--- src/rtl/fff_pkg.sv ---
// Shared types and constants for the fastest-finger-first buzzer arbiter.
package fff_pkg;

    localparam int unsigned MAX_PLAYERS = 15;
    localparam int unsigned ID_W        = 4;
    localparam int unsigned SEG_W       = 7;

    typedef enum logic [1:0] {
        IDLE    = 2'd0,
        ARMED   = 2'd1,
        LOCKED  = 2'd2,
        TIMEOUT = 2'd3
    } fff_state_e;

    // Segment order is {g,f,e,d,c,b,a}, active high
    localparam logic [SEG_W-1:0] SEG_BLANK = 7'b0000000;
    localparam logic [SEG_W-1:0] SEG_DASH  = 7'b1000000;
    localparam logic [SEG_W-1:0] SEG_E     = 7'b1111001;

    // Index of the lowest set bit; 0 when the vector is empty
    function automatic logic [ID_W-1:0] lowest_set(input logic [MAX_PLAYERS-1:0] vec);
        logic [ID_W-1:0] idx;
        idx = '0;
        for (int i = MAX_PLAYERS - 1; i >= 0; i--) begin
            if (vec[i]) begin
                idx = ID_W'(i);
            end
        end
        return idx;
    endfunction

endpackage

--- src/rtl/fff_seg_decode.sv ---
// Combinational hex digit to seven-segment pattern, {g,f,e,d,c,b,a} active high.
module fff_seg_decode
    import fff_pkg::*;
(
    input  logic [ID_W-1:0]  hex_i,
    output logic [SEG_W-1:0] seg_c
);

    // Full 16-entry hex table
    always_comb begin
        seg_c = SEG_BLANK;
        case (hex_i)
            4'h0: seg_c = 7'b0111111;
            4'h1: seg_c = 7'b0000110;
            4'h2: seg_c = 7'b1011011;
            4'h3: seg_c = 7'b1001111;
            4'h4: seg_c = 7'b1100110;
            4'h5: seg_c = 7'b1101101;
            4'h6: seg_c = 7'b1111101;
            4'h7: seg_c = 7'b0000111;
            4'h8: seg_c = 7'b1111111;
            4'h9: seg_c = 7'b1101111;
            4'hA: seg_c = 7'b1110111;
            4'hB: seg_c = 7'b1111100;
            4'hC: seg_c = 7'b0111001;
            4'hD: seg_c = 7'b1011110;
            4'hE: seg_c = 7'b1111001;
            4'hF: seg_c = 7'b1110001;
            default: seg_c = SEG_BLANK;
        endcase
    end

endmodule

--- src/rtl/fff_buzzer_arbiter.sv ---
// Quiz-box front end: synchronises buttons, arbitrates the first valid press,
// tracks early-press fouls, times out the answer window and drives the display.
module fff_buzzer_arbiter
    import fff_pkg::*;
#(
    parameter int unsigned N_PLAYERS      = 4,
    parameter int unsigned TIMEOUT_CYCLES = 1000
) (
    input  logic                 clk,
    input  logic                 rst_n,
    input  logic [N_PLAYERS-1:0] buzz_n,
    input  logic                 arm,
    input  logic                 clear,
    output logic                 winner_valid,
    output logic [ID_W-1:0]      winner_id,
    output logic [N_PLAYERS-1:0] foul,
    output logic                 timed_out,
    output logic [SEG_W-1:0]     seg
);

    localparam int unsigned TIMER_W =
        (TIMEOUT_CYCLES == 0) ? 1 : $clog2(TIMEOUT_CYCLES + 1);
    localparam logic [TIMER_W-1:0] TIMER_INIT = TIMER_W'(TIMEOUT_CYCLES);

    logic [N_PLAYERS-1:0] sync1_q;
    logic [N_PLAYERS-1:0] sync2_q;
    logic [N_PLAYERS-1:0] prev_q;
    logic [N_PLAYERS-1:0] press_c;
    logic [N_PLAYERS-1:0] elig_c;

    fff_state_e           state_q, state_d;
    logic [ID_W-1:0]      winner_q, winner_d;
    logic [N_PLAYERS-1:0] foul_q, foul_d;
    logic [TIMER_W-1:0]   timer_q, timer_d;
    logic                 valid_q;
    logic                 tout_q;
    logic [SEG_W-1:0]     seg_q, seg_d;

    logic [ID_W-1:0]      digit_c;
    logic [SEG_W-1:0]     digit_seg_c;

    // Two-flop synchroniser plus previous-sample register; released level is 1
    always_ff @(posedge clk or negedge rst_n) begin
        if (!rst_n) begin
            sync1_q <= '1;
            sync2_q <= '1;
            prev_q  <= '1;
        end else begin
            sync1_q <= buzz_n;
            sync2_q <= sync1_q;
            prev_q  <= sync2_q;
        end
    end

    // A press is a 1->0 transition of the synchronised button
    assign press_c = prev_q & ~sync2_q;
    assign elig_c  = press_c & ~foul_q;

    // Next-state logic: clear dominates, then per-state round rules
    always_comb begin
        state_d  = state_q;
        winner_d = winner_q;
        foul_d   = foul_q;
        timer_d  = timer_q;
        if (clear) begin
            state_d  = IDLE;
            winner_d = '0;
            foul_d   = '0;
            timer_d  = '0;
        end else begin
            case (state_q)
                IDLE: begin
                    foul_d = foul_q | press_c;
                    if (arm) begin
                        state_d = ARMED;
                        timer_d = TIMER_INIT;
                    end
                end
                ARMED: begin
                    if (|elig_c) begin
                        winner_d = lowest_set(MAX_PLAYERS'(elig_c));
                        state_d  = LOCKED;
                    end else if (timer_q != '0) begin
                        // A zero load (timeout disabled) never counts down
                        timer_d = timer_q - TIMER_W'(1);
                        if (timer_q == TIMER_W'(1)) begin
                            state_d = TIMEOUT;
                        end
                    end
                end
                default: begin
                end
            endcase
        end
    end

    // Display shows the 1-based winner number
    assign digit_c = winner_d + ID_W'(1);

    fff_seg_decode u_seg_decode (
        .hex_i (digit_c),
        .seg_c (digit_seg_c)
    );

    // Display pattern for the upcoming state so seg lands with the state change
    always_comb begin
        seg_d = SEG_BLANK;
        case (state_d)
            IDLE:    seg_d = SEG_BLANK;
            ARMED:   seg_d = SEG_DASH;
            LOCKED:  seg_d = digit_seg_c;
            TIMEOUT: seg_d = SEG_E;
            default: seg_d = SEG_BLANK;
        endcase
    end

    // State, round data and registered outputs
    always_ff @(posedge clk or negedge rst_n) begin
        if (!rst_n) begin
            state_q  <= IDLE;
            winner_q <= '0;
            foul_q   <= '0;
            timer_q  <= '0;
            valid_q  <= 1'b0;
            tout_q   <= 1'b0;
            seg_q    <= SEG_BLANK;
        end else begin
            state_q  <= state_d;
            winner_q <= winner_d;
            foul_q   <= foul_d;
            timer_q  <= timer_d;
            valid_q  <= (state_d == LOCKED);
            tout_q   <= (state_d == TIMEOUT);
            seg_q    <= seg_d;
        end
    end

    assign winner_valid = valid_q;
    assign winner_id    = winner_q;
    assign foul         = foul_q;
    assign timed_out    = tout_q;
    assign seg          = seg_q;

endmodule

--- config.mk ---
export PLATFORM = sky130hd
export DESIGN_NAME = fff_buzzer_arbiter
export DESIGN_NICKNAME = d
export VERILOG_FILES = /design/src/rtl/fff_pkg.sv /design/src/rtl/fff_seg_decode.sv /design/src/rtl/fff_buzzer_arbiter.sv
export SDC_FILE = /design/constraint.sdc
export NUM_CORES = 1
export LEC_CHECK = 0
export ABC_AREA = 1
export CELL_PAD_IN_SITES_DETAIL_PLACEMENT = 1
export CELL_PAD_IN_SITES_GLOBAL_PLACEMENT = 1
export CORE_AREA = 2 2 72 74
export CTS_BUF_LIST = sky130_fd_sc_hd__clkbuf_4 sky130_fd_sc_hd__clkbuf_8 sky130_fd_sc_hd__clkbuf_16
export DETAILED_ROUTE_END_ITERATION = 8
export DIE_AREA = 0 0 74 76
export MAX_ROUTING_LAYER = met4
export PLACE_DENSITY = 0.85
export SLEW_MARGIN = 5
export SYNTH_ARGS = -nofsm -noshare
export SYNTH_HDL_FRONTEND = slang
export SYNTH_SLANG_ARGS = --single-unit
--- constraint.sdc ---
create_clock -name clk -period 3.85 [get_ports clk]
set_input_delay 1.155 -clock clk [delete_from_list [all_inputs] [get_ports clk]]
set_output_delay 1.155 -clock clk [all_outputs]
set_load 0.03 [all_outputs]
==> impl_metrics.csv <==
group,metric,value,unit
synth,yosysSeqAreaShare,48.04,%
final_layout,nFillCells,593,
synth,synthMuxAreaShare,0,%
die,core_area,4912,um2
clock_tree,cts_max_path_buffers,2,
synth,synth_cell_types,33,
sta,hold_violations,0,
critical_path,worstPathCellList,"clkdlybuf4s50_1 > inv_2 > nand2_1 > nor2_1 > buf_4 > ha_1 > inv_1 > nand4_1 > nand2_1 > nand2_1 > o21ai_0 > nand2_1 > nand3_1 > nand2_1",
synth,synth_compound_area_share,8.545,%
drt,wire_per_inst,14.98,um
clock_tree,cts.hold.buffers_added,0,
drt,dr.pass1.iters,4,
clock_tree,htreeDepth,2,
final_layout,seqCellArea,1041,um2
critical_path,slowest_delay,0.49,ns
placed_design,hpwl,3845,um
drt,drc,0,
pwr,p_sw_share,35.92,%
critical_path,critPathArrivalTime,3.20,ns
clock_tree,insertion_delay,0.29,ns
grt,track_usage,20.83,%
min_path,hold_path_class,"register to register",
synth,yosys.area.top_type,"dfrtp_1",
final_layout,drive_gt1_share,17.22,%
critical_path,worstReg2RegStart,"sync2_q[2]$_DFF_PN1_",
synth,synth_seq_cells,41,
sta,fin_tns_setup,0,ns
placed_design,postPlaceCellArea,2500,um2
critical_path,cp_top_family,"simple AND/OR/NAND/NOR gates",
sta,rsz0062_at_grt,"no",
synth,synth_xor_area_share,0.8083,%
synth,synth_top_family_by_area,"simple AND/OR/NAND/NOR gates",
drt,drt-initial-drc-count,74,
pwr,ir_drop,174.9,uV
die,io_pins,25,
sta,slew_headroom,40.20,%
synth,synth_top_area_share,33.49,%
placed_design,io_buffers,24,
critical_path,critPathBufInv,4,
final_layout,multi_input_area,988.4,um2
drt,wl_met1,2194,um
grt,grt_pass1_wl,8832,um
die,fp.dieW,74,um
synth,synthTopCellsByArea,"dfrtp_1, dfstp_2, nand2_1, ha_1, inv_1",
drt,ant_nets,0,
pwr,p_seq_share,45.4,%
sta,drv_slew,0,
min_path,hold_depth,0,
final_layout,finalNetCount,291,
sta,skew,0.008133,ns
critical_path,cp-end-kind,"register",
clock_tree,clkTransAtPathRegs,0.08,ns
critical_path,reg2reg_slack,1.35,ns
synth,synth_area_per_cell,9.029,um2
grt,antenna_found_initial,0,
drt,top_layer_used,"met4",
sta,finalCriticalPeriod,3.016,ns
final_layout,antenna_cells,0,
clock_tree,cts_setup_buffers,0,
sta,fmax,0.3316,GHz
critical_path,start_kind,"input pin",
critical_path,timing.rr.end,"seg[6]$_DFF_PN0_",
min_path,hp-start,"sync1_q[1]$_DFF_PN1_",
pwr,pwr-share-comb,29.4,%
pwr,power.density,434.4,nW/um2
sta,setup_slack,0.8343,ns
critical_path,reg2reg_depth,15,
grt,first_global_vias,1901,
synth,syn_inst,240,
synth,synth-simple-area-share,29.91,%
pwr,p_clk_share,25.2,%
drt,met3_length,93,um
grt,gr-total-overflow,0,
final_layout,layout_commonest_cell,"nand2_1",
drt,vias_per_cell,5.003,
pwr,internal_power,0.7210,mW
pwr,p_leak,1.250,nW
sta,worst_pin_slew,0.8971,ns
sta,whs,0.3588,ns
synth,synthesis.nets,259,
placed_design,gp_congestion,0.8605,
clock_tree,cts_tree,"built",
pwr,switching_power,0.4041,mW
final_layout,area_growth,19.51,%
die,die_h,76,um
synth,syn_area,2167,um2
clock_tree,cts_resized,0,
critical_path,crit_slowest_cell,"clkdlybuf4s50_1",
critical_path,worstPathRequired,4.03,ns
drt,vias,1716,
sta,finalSetupViolCount,0,
min_path,hold_end,"sync2_q[1]$_DFF_PN1_",
sta,timing.final.crit_share,78.33,%
drt,dr_wl_met2,2785,um
drt,routed_wirelength,5137,um
die,die-area,5624,um2
clock_tree,cts_buffers,5,
job,maxCapViolCount,0,
final_layout,mostFrequentLayoutCells,"nand2_1, inv_1, dfrtp_1",
die,floorplan.rows,26,
clock_tree,cts.root.buffer_cell,"clkbuf_8",
synth,synthAdderAreaFrac,6.351,%
grt,grt_max_degree,42,
critical_path,critical_path_depth,14,
critical_path,worstSetupStartpoint,"clear",
clock_tree,clock_sinks,41,
synth,ys_warn_count,0,
critical_path,critPathKind,"input pin to register",
final_layout,fin_util,52.73,%
die,start_util,44.12,%
placed_design,post-place-ws,0.5740,ns
critical_path,crit_top_cell,"nand2_1",
critical_path,path_max_fanout,8,
final_layout,design_area,2590,um2
status,status,"finished clean",
flip-flops by register name (all words and copies together) (netlist names):
name and flops:
sync2_q 4, seg 7, winner_valid 1, state_q 2, foul 4, winner_id 4
prev_q 4, sync1_q 4, timed_out 1, timer_q 10
cells in the mapped netlist (all sizes together):
library cell,n
nand2,54
nand3,20
buf,1
o22ai,5
dfstp,12
nand4,8
dfrtp,29
ha,11
o21ai,17
nand3b,5
o21a,1
a21oi,8
nor3,6
or2,1
nor2,22
o31ai,1
o211ai,1
a31oi,1
inv,34
clkinv,1
xor2,1
xnor2,1
how the worst max path moves through the flow:
stage / slack (ns) / end
2_1_floorplan: 1.02 / seg[4]$_DFF_PN0_
3_3_place_gp: 0.73 / seg[6]$_DFF_PN0_
3_5_place_dp: 0.57 / seg[6]$_DFF_PN0_
4_1_cts: 0.88 / seg[6]$_DFF_PN0_
5_1_grt: 0.69 / seg[6]$_DFF_PN0_
6_report: 0.83 / seg[6]$_DFF_PN0_
power groups by stage:
stage                     Combinational (mW)  Sequential, mW  Clock (mW)
after floorplan                        0.197           0.542           0
after global placement                 0.319           0.516           0
after detailed placement               0.332           0.519           0
after CTS                              0.335           0.511       0.296
after global routing                   0.369           0.517       0.312
final                                  0.331           0.511       0.284
metrics by stage:
stage | total power, mW | cells
floorplan | 0.7385 | 240
global placement | 0.8348 | 335
detailed placement | 0.8507 | 335
CTS | 1.142 | 343
global route | 1.199 | 343
finish | 1.125 | 343
logic make-up (layout without fill, tap and decap cells):
family	after synthesis	after routing
AND/OR/NAND/NOR	116	116
XOR/XNOR	2	2
flip-flops	41	41
adder cells (fa/ha/maj)	11	11
AO/OA/AOI/OAI	34	34
buffers and inverters	36	69
area by class of cell:
type / instances / area share (%)
Sequential cell: 41 / 40.19
Tap cell: 70 / 3.382
Inverter: 35 / 5.121
Clock inverter: 3 / 0.8213
Clock buffer: 5 / 2.657
Timing Repair Buffer: 26 / 9.662
Multi-Input combinational cell: 163 / 38.16
metal layers:
| metal | global-route usage, % | vias up |
|---|---|---|
| met3 | 3.704 | 4 |
| met1 | 24.21 | 847 |
| met4 | 6.364 | 0 |
| li1 | - | 849 |
| met5 | - | - |
| met2 | 35.98 | 16 |
Note: power is estimated with default switching activity, not from simulation.
